===== src/rtl/n_bit_read_fifo.sv =====
// rtl/n_bit_read_fifo.sv - producer-fed FIFO read by a CPU strobe, popping on the strobe's falling edge
module n_bit_read_fifo #(
    parameter int             N     = 8,
    parameter int             DEPTH = 4,
    parameter logic [N-1:0]   V     = '0
) (
    input  logic         clk,
    input  logic         clr,
    input  logic         wrStb,
    input  logic [N-1:0] inData,
    input  logic         rdStb,
    input  logic         ovrClr,
    output logic [N-1:0] dataOut,
    output logic         ready,
    output logic         full,
    output logic         overrun
);

    localparam int AW = $clog2(DEPTH);
    localparam int CW = AW + 1;

    logic [N-1:0]  mem_q [DEPTH];
    logic [AW-1:0] rd_ptr_q, rd_ptr_d;
    logic [AW-1:0] wr_ptr_q, wr_ptr_d;
    logic [CW-1:0] count_q, count_d;
    logic          rdstb_q;
    logic          overrun_q, overrun_d;
    logic          pop_evt, pop_ok, push_ok, drop;

    always_comb begin
        pop_evt   = rdstb_q & ~rdStb;
        pop_ok    = pop_evt && (count_q != '0);
        // A full FIFO still has a slot when the head leaves on this same edge.
        push_ok   = wrStb && ((count_q < CW'(DEPTH)) || pop_ok);
        drop      = wrStb && !push_ok;

        rd_ptr_d  = pop_ok  ? rd_ptr_q + AW'(1) : rd_ptr_q;
        wr_ptr_d  = push_ok ? wr_ptr_q + AW'(1) : wr_ptr_q;
        count_d   = count_q + CW'(push_ok) - CW'(pop_ok);

        overrun_d = overrun_q;
        if (ovrClr) begin
            overrun_d = 1'b0;
        end
        if (drop) begin
            overrun_d = 1'b1;
        end
    end

    always_ff @(posedge clk) begin
        if (!clr) begin
            rd_ptr_q  <= '0;
            wr_ptr_q  <= '0;
            count_q   <= '0;
            rdstb_q   <= 1'b0;
            overrun_q <= 1'b0;
        end else begin
            rd_ptr_q  <= rd_ptr_d;
            wr_ptr_q  <= wr_ptr_d;
            count_q   <= count_d;
            rdstb_q   <= rdStb;
            overrun_q <= overrun_d;
        end
    end

    always_ff @(posedge clk) begin
        if (clr && push_ok) begin
            mem_q[wr_ptr_q] <= inData;
        end
    end

    assign dataOut = (count_q != '0) ? mem_q[rd_ptr_q] : V;
    assign ready   = (count_q != '0);
    assign full    = (count_q == CW'(DEPTH));
    assign overrun = overrun_q;

endmodule


===== config.mk =====
export PLATFORM = sky130hd
export DESIGN_NAME = n_bit_read_fifo
export DESIGN_NICKNAME = d
export VERILOG_FILES = /design/src/rtl/n_bit_read_fifo.sv
export SDC_FILE = /design/constraint.sdc
export NUM_CORES = 1
export LEC_CHECK = 0
export ABC_AREA = 1
export CAP_MARGIN = 20
export CORE_MARGIN = 3
export CORE_UTILIZATION = 51
export CTS_BUF_LIST = sky130_fd_sc_hd__clkbuf_8
export DETAILED_ROUTE_END_ITERATION = 16
export HOLD_SLACK_MARGIN = 0.1
export MAX_ROUTING_LAYER = met4
export PLACE_DENSITY = 0.88
export SYNTH_ARGS = -nofsm -noshare
export SYNTH_HDL_FRONTEND = slang
export SYNTH_SLANG_ARGS = --single-unit

===== constraint.sdc =====
create_clock -name clk -period 1.7 [get_ports clk]
set_input_delay 0.255 -clock clk [delete_from_list [all_inputs] [get_ports clk]]
set_output_delay 0.255 -clock clk [all_outputs]
set_load 0.02 [all_outputs]

Word-level counts from Yosys, hierarchy flattened
Memory sizes are Yosys's and may differ from the RTL's. A register that Yosys moved wholly into a read port is not among the register bits.
Cells that the tools add are included.
{"block": "totals", "ff_bits": 9, "mem_bits_rw": 32, "inputBits": 13, "output_inout_bits": 11, "elab_cells": 29, "mem_count": 1}
{"memory": "mem_q", "words": 4, "width": 8, "read_ports": 1, "rd_ports_with_merged_regs": 1, "wr": 1, "line_no": "22", "source": "logic [N-1:0] mem_q [DEPTH];"}
{"block": "classes", "n_addsub": 4, "magnitude_cmp": 1, "eq_ne": 1, "muxes": 7, "bitwise": 2, "n_reduce_logical": 8}
{"operator": "$mux W8", "n": 1}
{"operator": "$add A2 B1 Y2 const B", "n": 2}
{"operator": "$logic_and A1 B1 Y1", "n": 4}
{"operator": "$mux W1", "n": 4}
{"operator": "$mux W2", "n": 2}
{"operator": "$add A3 B1 Y3", "n": 1}
{"operator": "$eq A3 B3 Y1 const B", "n": 1}
{"operator": "$lt A3 B3 Y1 const B", "n": 1}
{"operator": "$reduce_bool A3 Y1", "n": 1}
{"operator": "$sub A3 B1 Y3", "n": 1}
{"operator": "$reduce_bool A2 Y1", "n": 1}
{"operator": "$and A1 B1 Y1", "n": 1}
{"operator": "$logic_not A1 Y1", "n": 1}
{"operator": "$logic_or A1 B1 Y1", "n": 1}
{"operator": "$not A1 Y1", "n": 1}

Logic depth before layout (Yosys ltp)
{"block": "logic_depth", "ltp_word": 8, "mapped_depth": 10, "ltp_nobuf": 10}

Least setup slack after synthesis
Ideal clock, no wire load.
{"block": "synth_timing", "path_type": "register -> register", "start": "register count_q[1]", "end": "register count_q[2]", "arrival_ps": 1711, "required_ps": 1586, "slack_ps": -125, "path_stages_with_launch": 11, "n_path_buf": 0, "period_less_slack_ps": 1825, "cell_sequence": "dfxtp_1 nor2_1 nand2_2 nand2_2 inv_1 ha_1 inv_1 ha_1 fa_1 xor2_1 nor2_1"}
{"block": "synth_via", "elab_chain_cells": 6, "elab_cells_between_ends": 7}
{"element": "start: declaration", "line_no": "25", "source": "logic [CW-1:0] count_q, count_d;"}
{"element": "start signal: assignment", "line_no": "60", "source": "count_q <= count_d;"}
{"element": "$reduce_bool A3 Y1 (*)"}
{"element": "named net ready", "line_no": "14", "source": "output logic ready,"}
{"element": "$logic_and A1 B1 Y1 (*)", "line_no": "32", "source": "pop_ok = pop_evt && (count_q != '0);"}
{"element": "named net pop_ok", "line_no": "28", "source": "logic pop_evt, pop_ok, push_ok, drop;"}
{"element": "$logic_or A1 B1 Y1", "line_no": "34", "source": "push_ok = wrStb && ((count_q < CW'(DEPTH)) || pop_ok);"}
{"element": "$logic_and A1 B1 Y1", "line_no": "34"}
{"element": "$add A3 B1 Y3", "line_no": "39", "source": "count_d = count_q + CW'(push_ok) - CW'(pop_ok);"}
{"element": "$sub A3 B1 Y3 (*)", "line_no": "39"}
Mark *: on every way through the listed nets, which the timed path passes. The rest lies on a longest branch.
A chain may end at the register's enable or synchronous reset.

Worst setup path in the final report
{"block": "layout_timing", "start": "register count_q[0]", "end": "register count_q[1]"}
{"block": "layout_via", "elab_chain_cells": 6, "elab_cells_between_ends": 7}
{"element": "$reduce_bool A3 Y1 (*)", "line_no": "32"}
{"element": "$logic_and A1 B1 Y1 (*)", "line_no": "32"}
{"element": "named net pop_ok", "line_no": "28"}
{"element": "$logic_or A1 B1 Y1", "line_no": "34"}
{"element": "$logic_and A1 B1 Y1", "line_no": "34"}
{"element": "$add A3 B1 Y3", "line_no": "39"}
{"element": "$sub A3 B1 Y3 (*)", "line_no": "39"}
{"element": "named net count_d[1]", "line_no": "25"}
Marked as above.

==> results.sh <==
export IMPL_status="finished, violations left"
export IMPL_violations="setup timing"
export IMPL_start_util=0.539
export IMPL_synth_top_area_cell="edfxtp_1"
export IMPL_clkSlewWorstSetupHoldPaths_ns=0.08
export IMPL_grt_antenna_before_repair=0
export IMPL_final_area_um2=2390
export IMPL_crit_buf_inv=3
export IMPL_grt_use_total=0.209
export IMPL_dpl_hpwl_um=2570
export IMPL_synth_ff_type="edfxtp_1"
export IMPL_cts_hold_buf=0
export IMPL_overflow=0
export IMPL_clk_path_buf_depth=2
export IMPL_initialDrtViolationCount=72
export IMPL_die_area_um2=4370
export IMPL_fin_crit_sh=1.04
export IMPL_h_tree_depth=2
export IMPL_grt_pass1_wl_um=6380
export IMPL_swShare=0.318
export IMPL_ys_seq_elements=43
export IMPL_max_freq_mhz=565
export IMPL_cts_num_sinks=43
export IMPL_placed_cells=259
export IMPL_dieHeight_um=66.1
export IMPL_final_max_slew_viol_count=0
export IMPL_syn_area_per_cell_um2=10.4
export IMPL_hold_violations=0
export IMPL_gp_congestion=0.803
export IMPL_cts_buffers_inserted=5
export IMPL_crit_arrival_ns=2.02
export IMPL_ant_nets=0
export IMPL_synth_area_um2=1840
export IMPL_setup_tns_ns=-0.0978
export IMPL_hold_path_class="in2reg"
export IMPL_drv_cap=0
export IMPL_power_switching_uw=1010
export IMPL_crit_fanout=4
export IMPL_boundaryPins=24
export IMPL_fin_skew_ns=0.00924
export IMPL_final_nets=244
export IMPL_ir_worst_vdd_mv=0.864
export IMPL_critPathTopFamily="adder cells"
export IMPL_setup_worst_path_start_class="flop"
export IMPL_wl_per_cell_um=14.2
export IMPL_num_rows=21
export IMPL_vias_per_cell=4.98
export IMPL_stdcell_count=271
export IMPL_syn_num_nets=197
export IMPL_die_x_um=66.1
export IMPL_synth_area_leaders="edfxtp_1 (52%), dfxtp_1 (12%), nor2_1 (9.2%)"
export IMPL_crit_type="reg2reg"
export IMPL_slew_headroom=0.778
export IMPL_end_kind="flop"
export IMPL_leakage_uw=0.000982
export IMPL_clockRootBuffer="clkbuf_8"
export IMPL_cpPeakStageDelay_ns=0.51
export IMPL_firstDrtPassIters=4
export IMPL_yosys_warnings=0
export IMPL_first_global_vias=1391
export IMPL_synth_edf_count=32
export IMPL_num_antenna_cells=0
export IMPL_coreArea_um2=3420
export IMPL_areaGrowthSynthToFinish_pct=29.8
export IMPL_dpl_cell_area_um2=2230
export IMPL_post_route_drc_count=0
export IMPL_drt_wl_total_um=3840
export IMPL_cts_tree="done"
export IMPL_crit_chain="nor2_2 -> nand2_2 -> nand2_2 -> inv_2 -> ha_4 -> inv_2 -> ha_4 -> fa_2 -> nand2_1 -> inv_1"
export IMPL_drive_above_1_share=0.258
export IMPL_period_needed_ns=1.77
export IMPL_port_buffers=23
export IMPL_rsz0062_at_grt="true"
export IMPL_power_frac_seq=0.397
export IMPL_syn_inst=177
export IMPL_setup_violations=2
export IMPL_whs_ns=0.380
export IMPL_crit_slowest_cell="fa_2"
export IMPL_synthArstFlopShare=0
export IMPL_setup_slack_ns=-0.0692
export IMPL_p_per_area_nw_per_um2=1330
export IMPL_intPower_uw=2160
export IMPL_grt_max_degree=14
export IMPL_ys_types=20
export IMPL_pwr_share_clk=0.259
export IMPL_combPwrFrac=0.344
export IMPL_cp_data_required_time_ns=1.95
export IMPL_worstMarginPinSlew_ns=0.332
export IMPL_yosysTopAreaCellShare=0.522
export IMPL_vias=1350
export IMPL_clock_latency_ns=0.30
export IMPL_seq_area_frac_synth=0.642
==> placed cells by master, fill, tap and decap left out, types with 3 or more instances in the layout <==
master / netlist / layout
nand2_1: 16 / 15
buf_4: 1 / 25
inv_1: 23 / 19
nand3_1: 5 / 5
o21ai_1: 10 / 11
nor2_1: 45 / 43
clkdlybuf4s50_1: 0 / 12
dfxtp_1: 11 / 8
a21oi_1: 12 / 10
o21ai_0: 6 / 5
clkbuf_8: 0 / 6
nand2_2: 2 / 3
edfxtp_1: 32 / 32
inv_2: 1 / 5
ha_1: 6 / 4
buf_2: 1 / 3
==> cells in the mapped netlist, types with 2 or more instances <==
cell type,number
nand2_2,2
edfxtp_1,32
ha_1,6
o21ai_0,6
dfxtp_1,11
nand3_1,5
nor2_1,45
inv_1,23
o21ai_1,10
a21oi_1,12
nand2_1,16
==> what timing repair did <==
item	CTS	global route
gates resized for setup	44	13
buffers inserted	3	1
endpoints found under the setup margin	12	11
pin swaps	6	9
endpoints found under the hold margin	0	0
==> through the flow <==
stage	worst slack, ns	util	power [µW]
floorplan	-0.0943	-	1820
detailed placement	-0.465	0.653	2300
finish	-0.0692	0.700	3180
CTS	-0.0611	0.691	3120
global placement	-0.412	0.653	2270
global route	-0.154	0.700	3350
==> worst register-to-register path, cell delays in order (launching register included) <==
cell     delay, ns
dfxtp_2       0.33
nor2_2        0.11
nand2_2       0.10
nand2_2       0.09
inv_2         0.05
ha_4          0.26
inv_2         0.04
ha_4          0.14
fa_2          0.51
nand2_1       0.05
inv_1         0.04
==> per-layer routing <==
metal / part of all wire / track usage / vias to the layer above / wire (µm)
li1: - / - / 666 / -
met1: 0.41 / 0.235 / 645 / 1590
met2: 0.53 / 0.355 / 33 / 2030
met3: 0.046 / 0.0595 / 6 / 178
met4: 0.0099 / 0.0787 / 0 / 38
met5: 0 / - / - / 0
==> final timing paths <==
check | slack, ns | to | start | depth (start not counted)
worst max-delay path | -0.07 | count_q[1]$_SDFF_PN0_ | count_q[0]$_SDFF_PN0_ | 10
worst min-delay path | 0.38 | rdstb_q$_SDFF_PN0_ | rdStb | 3
worst max register to register | -0.07 | count_q[1]$_SDFF_PN0_ | count_q[0]$_SDFF_PN0_ | 10
worst min register to register | 0.47 | overrun$_SDFFE_PN0P_ | overrun$_SDFFE_PN0P_ | 2
==> flip-flops by register name, indices dropped and copies added (netlist names), named ones only <==
register	flops
mem_q	32
wr_ptr_q	2
rd_ptr_q	2
rdstb_q	1
count_q	3
overrun	1
==> power by group through the flow <==
stage | Sequential [µW] | Combinational, µW | Clock [µW]
2_1_floorplan | 1280 | 541 | 0
3_5_place_dp | 1280 | 1020 | 0
5_1_grt | 1270 | 1190 | 893
4_1_cts | 1260 | 1020 | 839
3_3_place_gp | 1280 | 995 | 0
6_report | 1260 | 1090 | 823
==> final cells by class <==
cell class                      instances  area, µm²
Timing Repair Buffer                   45        368
Inverter                               24       90.1
Fill cell                             250       1030
Clock buffer                            6       82.6
Multi-Input combinational cell        105        569
Sequential cell                        43       1190
Tap cell                               46       57.6
Clock inverter                          2       35.0
==> kinds of logic (layout without fill, tap and decap cells) <==
logic type      after synthesis  count (layout)  share of synthesized area
flops                        43              43                      0.642
compound gates               29              29                     0.0850
simple gates                 68              68                      0.145
fa+ha+maj                     7               7                     0.0517
buf+inv                      29              77                     0.0721
xor+xnor                      1               1                    0.00476
No activity file was read; power rests on OpenSTA's default activity.
